$ cat src/rtl/universal_down_counter.sv
// ---------------------------------------------------------------------------
// UniversalDownCounter
//
// Loadable binary down-counter / timer with a one-cycle terminal-count pulse.
// The host loads a start value and starts the count. The count then
// decrements by one on every cycle with en=1 until it reaches zero.
//   - In one-shot mode (mode=0) the counter then parks in DONE.
//   - In auto-reload mode (mode=1) it reloads and keeps running.
//
// Ports
//   clk       in   1      system clock, all state on rising edge
//   rst       in   1      asynchronous reset, active-low
//   load      in   1      capture load_val into count and reload register
//   load_val  in   WIDTH  start / reload value
//   start     in   1      begin counting (IDLE) / restart (DONE)
//   stop      in   1      abort to IDLE, count keeps its value
//   pause     in   1      level, freezes the count while high (RUN<->HOLD)
//   en        in   1      count tick, one decrement per enabled cycle
//   mode      in   1      0 = one-shot, 1 = auto-reload
//   out       out  WIDTH  current count (registered)
//   tc        out  1      terminal-count pulse (registered, one cycle)
//   busy      out  1      high in RUN or HOLD
//   done      out  1      high in DONE
// ---------------------------------------------------------------------------
module universal_down_counter #(
    parameter int WIDTH = 4
) (
    input  logic             clk,
    input  logic             rst,
    input  logic             load,
    input  logic [WIDTH-1:0] load_val,
    input  logic             start,
    input  logic             stop,
    input  logic             pause,
    input  logic             en,
    input  logic             mode,
    output logic [WIDTH-1:0] out,
    output logic             tc,
    output logic             busy,
    output logic             done
);

    typedef enum logic [1:0] {
        IDLE = 2'd0,
        RUN  = 2'd1,
        HOLD = 2'd2,
        DONE = 2'd3
    } state_t;

    localparam logic [WIDTH-1:0] L_ONE = {{(WIDTH-1){1'b0}}, 1'b1};

    state_t           r_state;
    state_t           w_stateNext;
    logic [WIDTH-1:0] r_out;
    logic [WIDTH-1:0] w_outNext;
    logic [WIDTH-1:0] r_reload;
    logic [WIDTH-1:0] w_reloadNext;
    logic             r_tc;
    logic             w_tcNext;
    logic             w_reloadOk;
    logic             w_outIsOne;
    logic             w_outIsZero;

    // Auto-reload is only meaningful with a non-zero reload value; a zero
    // reload register makes auto-reload mode fall back to one-shot behaviour.
    assign w_reloadOk  = mode && (r_reload != '0);
    assign w_outIsOne  = (r_out == L_ONE);
    assign w_outIsZero = (r_out == '0);

    // State, count, reload and tc registers.
    always_ff @(posedge clk or negedge rst) begin
        if (!rst) begin
            r_state  <= IDLE;
            r_out    <= '0;
            r_reload <= '0;
            r_tc     <= 1'b0;
        end else begin
            r_state  <= w_stateNext;
            r_out    <= w_outNext;
            r_reload <= w_reloadNext;
            r_tc     <= w_tcNext;
        end
    end

    // Next-state logic.
    // Each cycle honours at most one command, in the order
    // stop, load, start, pause, en.
    // tc is only raised on the edge where the count steps from 1 to 0,
    // or when starting from an already-zero count.
    // A count that sits at zero in RUN (auto-reload mode) reloads on the
    // next enabled tick without pulsing tc. If auto-reload has been
    // switched off meanwhile, that tick finishes the count instead.
    always_comb begin
        w_stateNext  = r_state;
        w_outNext    = r_out;
        w_reloadNext = r_reload;
        w_tcNext     = 1'b0;
        if (stop) begin
            w_stateNext = IDLE;
        end else begin
            case (r_state)
                IDLE: begin
                    if (load) begin
                        w_outNext    = load_val;
                        w_reloadNext = load_val;
                    end else if (start) begin
                        if (!w_outIsZero) begin
                            w_stateNext = RUN;
                        end else begin
                            w_tcNext    = 1'b1;
                            w_stateNext = DONE;
                        end
                    end
                end
                RUN: begin
                    if (pause) begin
                        w_stateNext = HOLD;
                    end else if (en) begin
                        if (w_outIsZero) begin
                            if (w_reloadOk) begin
                                w_outNext = r_reload;
                            end else begin
                                w_stateNext = DONE;
                            end
                        end else begin
                            w_outNext = r_out - L_ONE;
                            if (w_outIsOne) begin
                                w_tcNext = 1'b1;
                                if (!w_reloadOk) begin
                                    w_stateNext = DONE;
                                end
                            end
                        end
                    end
                end
                HOLD: begin
                    if (!pause) begin
                        w_stateNext = RUN;
                    end
                end
                DONE: begin
                    if (load) begin
                        w_outNext    = load_val;
                        w_reloadNext = load_val;
                        w_stateNext  = IDLE;
                    end else if (start) begin
                        w_outNext   = r_reload;
                        w_stateNext = RUN;
                    end
                end
                default: begin
                    w_stateNext = IDLE;
                end
            endcase
        end
    end

    assign out  = r_out;
    assign tc   = r_tc;
    assign busy = (r_state == RUN) || (r_state == HOLD);
    assign done = (r_state == DONE);

endmodule

$ cat config.mk
export PLATFORM = sky130hd
export DESIGN_NAME = universal_down_counter
export DESIGN_NICKNAME = d
export VERILOG_FILES = /design/src/rtl/universal_down_counter.sv
export SDC_FILE = /design/constraint.sdc
export NUM_CORES = 1
export LEC_CHECK = 0
export ABC_AREA = 1
export ABC_CLOCK_PERIOD_IN_PS = 3500
export BUFFER_PORTS_ARGS = -buffer_cell sky130_fd_sc_hd__buf_2
export CAP_MARGIN = 30
export CORE_ASPECT_RATIO = 0.8
export CORE_MARGIN = 3
export CORE_UTILIZATION = 40
export CTS_BUF_LIST = sky130_fd_sc_hd__clkbuf_8
export DETAILED_ROUTE_END_ITERATION = 8
export MAX_ROUTING_LAYER = met4
export PLACE_DENSITY_LB_ADDON = 0.3
export SLEW_MARGIN = 20
export SYNTH_ARGS = -nofsm -noshare
export SYNTH_HDL_FRONTEND = slang
export SYNTH_SLANG_ARGS = --single-unit
$ cat constraint.sdc
create_clock -name clk -period 3.5 [get_ports clk]
set_input_delay 0.35 -clock clk [delete_from_list [all_inputs] [get_ports clk]]
set_output_delay 0.35 -clock clk [all_outputs]
set_load 0.02 [all_outputs]
==> results.toml, run 1 <==
[worst_setup_path]
crit_type = "flip-flop to output pin"
crit_path_start_kind = "flip-flop"
crit_chain = "inv_1, ha_1, buf_2"
regToRegStartpoint = "r_state[1]"
crit_family = "flip-flops"
crit_path_max_fanout = 4
crit_slowest_cell = "dfrtp_1"
arrival_ns = 1.24
rr_endpoint = "r_state[1]"
crit_path_end_kind = "output pin"
path_buf_inv = 2
r2r_slack_ns = 1.92
required_ns = 3.15
critPathMaxStageDelay_ns = 0.41
r2r_cells = 10
cp.depth = 3

[yosys]
ys_ff_latch = 11
seq_area_frac_synth_pct = 29.3
syn_nets = 157
yosysWarnings = 0
synth_area_um2 = 940
ys_types = 21
syn_inst = 137
avgSynthCellArea_um2 = 6.86

[hold_path]
whs_path_depth = 2
worstHoldEndpoint = "tc"
hp-start = "stop"
hold_path.class = "input port to flip-flop"

[global_routing]
antenna_found_initial = 0
grt_max_degree = 12
grt-busiest-layer = "met1"
overflow = 0
grt_use_total_pct = 17.7
grt_use_met3_pct = 5.82
met2_usage_pct = 23.0
grtUsageMet1_pct = 25.9
grt_pass1_wl_mm = 3.84
grt_pass1_vias = 818

[clocking]
postCtsSetupBuffers = 0
clock_path_buffers = 2
cts.sinks = 11
cts_max_level = 1
cts_tree = "done"
cts-root-buf = "clkbuf_8"
clk_pin_slew_ns = 0.06
cts_resized = 0
hold_buffers = 1
clk_latency_ns = 0.24
numCtsBuffers = 3

[placement]
port_buffers = 18
pre_cts_slack_ns = 1.94
dpl_cell_area_mm2 = 0.00104
dp_hpwl_mm = 1.73
place_inst = 178
globalplace.congestion = 0.861

[power]
ir_drop_mv = 0.375
power_density_mw_per_mm2 = 853
power_leakage_uw = 0.000592

[floorplanning]
die_h_um = 49.4
rows = 15
ios = 19
start_util_pct = 42.8
core-area_mm2 = 0.00220
fp.dieArea_mm2 = 0.00297
die_w_um = 60.2

[detailed_routing]
ant_nets = 0
vias = 947
viasPerCell = 5.17
drt_iter0_markers = 45
wl_mm = 2.20
drcViolationCount = 0
firstDrtPassIters = 4
wire_per_inst_um = 12.0

[sta]
rsz0062_at_grt = "false"
hold_violations = 0
fmax_ghz = 0.630
period_minus_slack_ns = 1.59
worst_pin_slew_ns = 0.326
setup_tns_ns = 0
maxSlewHeadroom_pct = 78.3
setup_viol = 0
setup_ws_ns = 1.91
drv_slew = 0
period_share_pct = 45.3
skew_ns = 0.000683

[final_layout]
area_delta_synth_final_pct = 16.2
final_common_cell = "nand2_1"
final_nets = 179
mostFrequentLayoutCells = "nand2_1 (39), inv_1 (18), buf_2 (18)"
post-route-cell-area_mm2 = 0.00109
diodes = 0
final_layout_size_suffix_gt1_share_pct = 19.6
fin_cells = 183

[job]
max-cap-violations = 0

[outcome]
status = "finished clean"
synth_stat cells, drive strengths merged:
cell | instances | area, µm²
a21oi | 8 | 40.0
buf | 1 | 11.3
clkbuf | 1 | 13.8
dfrtp | 11 | 275
ha | 8 | 100
inv | 20 | 75.1
mux2 | 1 | 11.3
nand2 | 41 | 164
nand3 | 12 | 60.1
nand4 | 3 | 18.8
nor2 | 16 | 85.1
nor3 | 1 | 5.00
o211ai | 2 | 15.0
o21ai | 10 | 50.1
o221ai | 1 | 8.76
or2 | 1 | 6.26
through the flow:
| step | hold WS [ns] | utilization (%) | total power [µW] |
|---|---|---|---|
| 2_1_floorplan | 0.0544 | - | 675 |
| 3_3_place_gp | 0.242 | 47.2 | 787 |
| 3_5_place_dp | 0.244 | 47.2 | 798 |
| 4_1_cts | 0.329 | 49.7 | 938 |
| 5_1_grt | 0.335 | 49.7 | 1030 |
| 6_report | 0.344 | 49.7 | 932 |
cell families after synthesis:
family	share of synthesized area [%]
muxes	1.20
buffers and inverters	10.7
AOI/OAI and AO/OA	12.1
adders and majority gates	10.7
and+or+nand+nor	36.1
DFF	29.3
power breakdown:
group          internal, µW  switching [µW]  total, µW
Clock                  78.7            56.1        135
Sequential              185            60.8        246
Combinational           197             354        551
Total                   461             471        932
layout make-up:
type | count | area [µm²]
well taps | 25 | 31.3
multi-input cells | 104 | 564
clock inverters | 1 | 5.00
repair buffers | 19 | 100
clock buffers | 3 | 41.3
inverters | 20 | 75.1
flip-flops and latches | 11 | 275
fillers | 229 | 1100
worst max-delay path by stage:
stage                        end  slack, ns       start
after global routing      out[2]       1.75  r_state[1]
final                       busy       1.91  r_state[0]
after CTS                   busy       1.92  r_state[0]
after global placement    out[1]       1.93  r_state[0]
after floorplan           out[3]       2.00      out[0]
after detailed placement  out[3]       1.94  r_state[0]
layer usage:
metal	vias to the layer above	wire length [µm]
li1	479	-
met1	437	1100
met2	27	952
met3	4	130
met4	0	17
met5	-	0
state kept, by name (all words and copies together) (netlist names):
register  flops
r_state       2
tc            1
r_reload      4
out           4
Power figures use the tool's default switching activity.
==> run 2, diff against run 1 <==
--- a/config.mk
+++ b/config.mk
@@ -6,7 +6,7 @@
 export NUM_CORES = 1
 export LEC_CHECK = 0
 export ABC_AREA = 1
-export ABC_CLOCK_PERIOD_IN_PS = 3500
+export ABC_CLOCK_PERIOD_IN_PS = 1400
 export BUFFER_PORTS_ARGS = -buffer_cell sky130_fd_sc_hd__buf_2
 export CAP_MARGIN = 30
 export CORE_ASPECT_RATIO = 0.8
==> constraint.sdc (replaced) <==
create_clock -name clk -period 1.4 [get_ports clk]
set_input_delay 0.14 -clock clk [delete_from_list [all_inputs] [get_ports clk]]
set_output_delay 0.14 -clock clk [all_outputs]
set_load 0.02 [all_outputs]
==> run 2 against run 1 <==
Via count up 11%. Sequential power grew to 2.6 times the previous value. The flow now finishes with violations (setup timing). Clock power grew to 2.6 times the previous value. Non-clock buffer count rose by 17. Sequential cell count unchanged. Register-to-register slack worse by 2.0 ns. Final area rose by 23%. Sequential share of layout area fell by 4.3 points. Largest power group unchanged. Global-route usage grew 3.3 points. Wire length grew 25%. Critical path depth is 3 higher. Power increased to 3.2 times the previous value. Highest routed layer unchanged.
==> results.toml, run 2 (synthesized netlist as in run 1, its figures left out) <==
[outcome]
status = "finished, violations left"
violations = "setup timing"

[worst_setup_path]
crit_slowest_cell = "dfrtp_2"
critPathMaxStageDelay_ns = 0.44
required_ns = 1.53
crit_path_start_kind = "flip-flop"
critPathLaunch = "r_state[0]"
crit_type = "flip-flop to flip-flop"
crit_path_end_kind = "flip-flop"
regToRegStartpoint = "r_state[0]"
crit_path_max_fanout = 4
arrival_ns = 1.60
crit_chain = "inv_2, buf_4, ha_4, nor2_2, nand2_2, mux2_2"
r2r_slack_ns = -0.07

[detailed_routing]
ant_nets = 0
wl_mm = 2.73
firstDrtPassIters = 4
routed-wl-met3_um = 201
top_layer = "met4"
viasPerCell = 5.26
vias = 1052
drt_iter0_markers = 44
drcViolationCount = 0
met1_length_mm = 1.17
wire_per_inst_um = 13.7
dr_wl_met2_mm = 1.28

[clocking]
cts_max_level = 1
numCtsBuffers = 3
clock_path_buffers = 2
cts.sinks = 11
cts_tree = "done"
clk_latency_ns = 0.25
cts-root-buf = "clkbuf_8"
clk_pin_slew_ns = 0.06

[floorplanning]
die_h_um = 49.4
core-area_mm2 = 0.00220
rows = 15
fp.dieArea_mm2 = 0.00297
start_util_pct = 42.8
die_w_um = 60.2
ios = 19

[final_layout]
final_common_cell = "nand2_1"
mostFrequentLayoutCells = "nand2_1 (34), buf_2 (17), buf_4 (17)"
diodes = 0
area_delta_synth_final_pct = 42.6
ff_latch_area_um2 = 280
final_core_util_pct = 61.0
final_nets = 196
final_layout_size_suffix_gt1_share_pct = 42.9
multi_input_area_um2 = 668
num-fill-cells = 208

[global_routing]
grt_pass1_vias = 958
grt_max_degree = 12
antenna_found_initial = 0
grt_pass1_wl_mm = 4.49
overflow = 0
grt_use_total_pct = 21.0

[sta]
fmax_ghz = 0.679
rsz0062_at_grt = "true"
drv_slew = 0
skew_ns = 0.00275
setup_viol = 12
period_minus_slack_ns = 1.47
setup_tns_ns = -0.357
maxSlewHeadroom_pct = 74.5
period_share_pct = 105
setup_ws_ns = -0.0723
worst_pin_slew_ns = 0.383
hold_violations = 0

[job]
max-cap-violations = 0

[hold_path]
hold_path.class = "input port to flip-flop"
hp-start = "stop"

[placement]
port_buffers = 18
globalplace.congestion = 0.843
dp_hpwl_mm = 1.91

[power]
power_leakage_uw = 0.000672
power_density_mw_per_mm2 = 2250
ir_drop_mv = 1.23
==> run 2: cell types whose count changed in the layout (fill, tap and decap cells not counted), sizes merged <==
cell,before,now
buf,18,35
==> run 2: final cells by class <==
cell class | instances | area share [%]
Clock buffer | 3 | 3.08
Clock inverter | 1 | 0.373
Inverter | 20 | 5.98
Multi-Input combinational cell | 104 | 49.9
Sequential cell | 11 | 20.9
Tap cell | 25 | 2.33
Timing Repair Buffer | 36 | 17.5
==> run 2: path summary, 6_finish.rpt <==
check,to,depth (start not counted)
setup reg to reg,r_reload[2],6
max in group asynchronous,r_state[0],2
hold reg to reg,r_reload[1],2
setup / recovery,r_reload[2],6
min in group asynchronous,out[2],2
hold / removal,tc,2
==> run 2: stage by stage <==
step	hold WS, ns	worst slack (ns)	std cells	cell area [µm²]	power [µW]
after global routing	0.131	-0.157	200	1340	3280
after floorplan	-0.156	0.000284	137	965	1770
after CTS	0.130	-0.0476	200	1280	2820
final	0.136	-0.0723	200	1340	3010
after detailed placement	0.0318	-0.140	192	1170	2320
after global placement	0.0269	-0.134	192	1170	2290
==> run 2: timing repair <==
item / in CTS / in global routing
setup buffers: 3 / 0
hold buffers: 1 / 0
pin swaps: 6 / 9
endpoints found under the setup margin: 9 / 12
hold endpoints to repair: 11 / 0
gates resized for setup: 13 / 18
==> run 2: worst max-delay path: cells and delay by family, from the launching register on <==
kind / cells / cell delay, ns
fa+ha+maj: 1 / 0.26
buf+inv: 2 / 0.21
flops: 1 / 0.44
mux: 1 / 0.34
simple gates: 2 / 0.11
==> run 2: report_power, final <==
group	switching (µW)	total, µW	internal (µW)
sequential	162	636	473
clock	148	345	197
combinational	1130	2030	897
total	1440	3010	1570
==> run 2: metal layers <==
layer	vias up	GRT usage, %
met5	-	-
met4	0	7.38
met3	10	6.35
met2	37	30.8
met1	492	27.1
li1	513	-
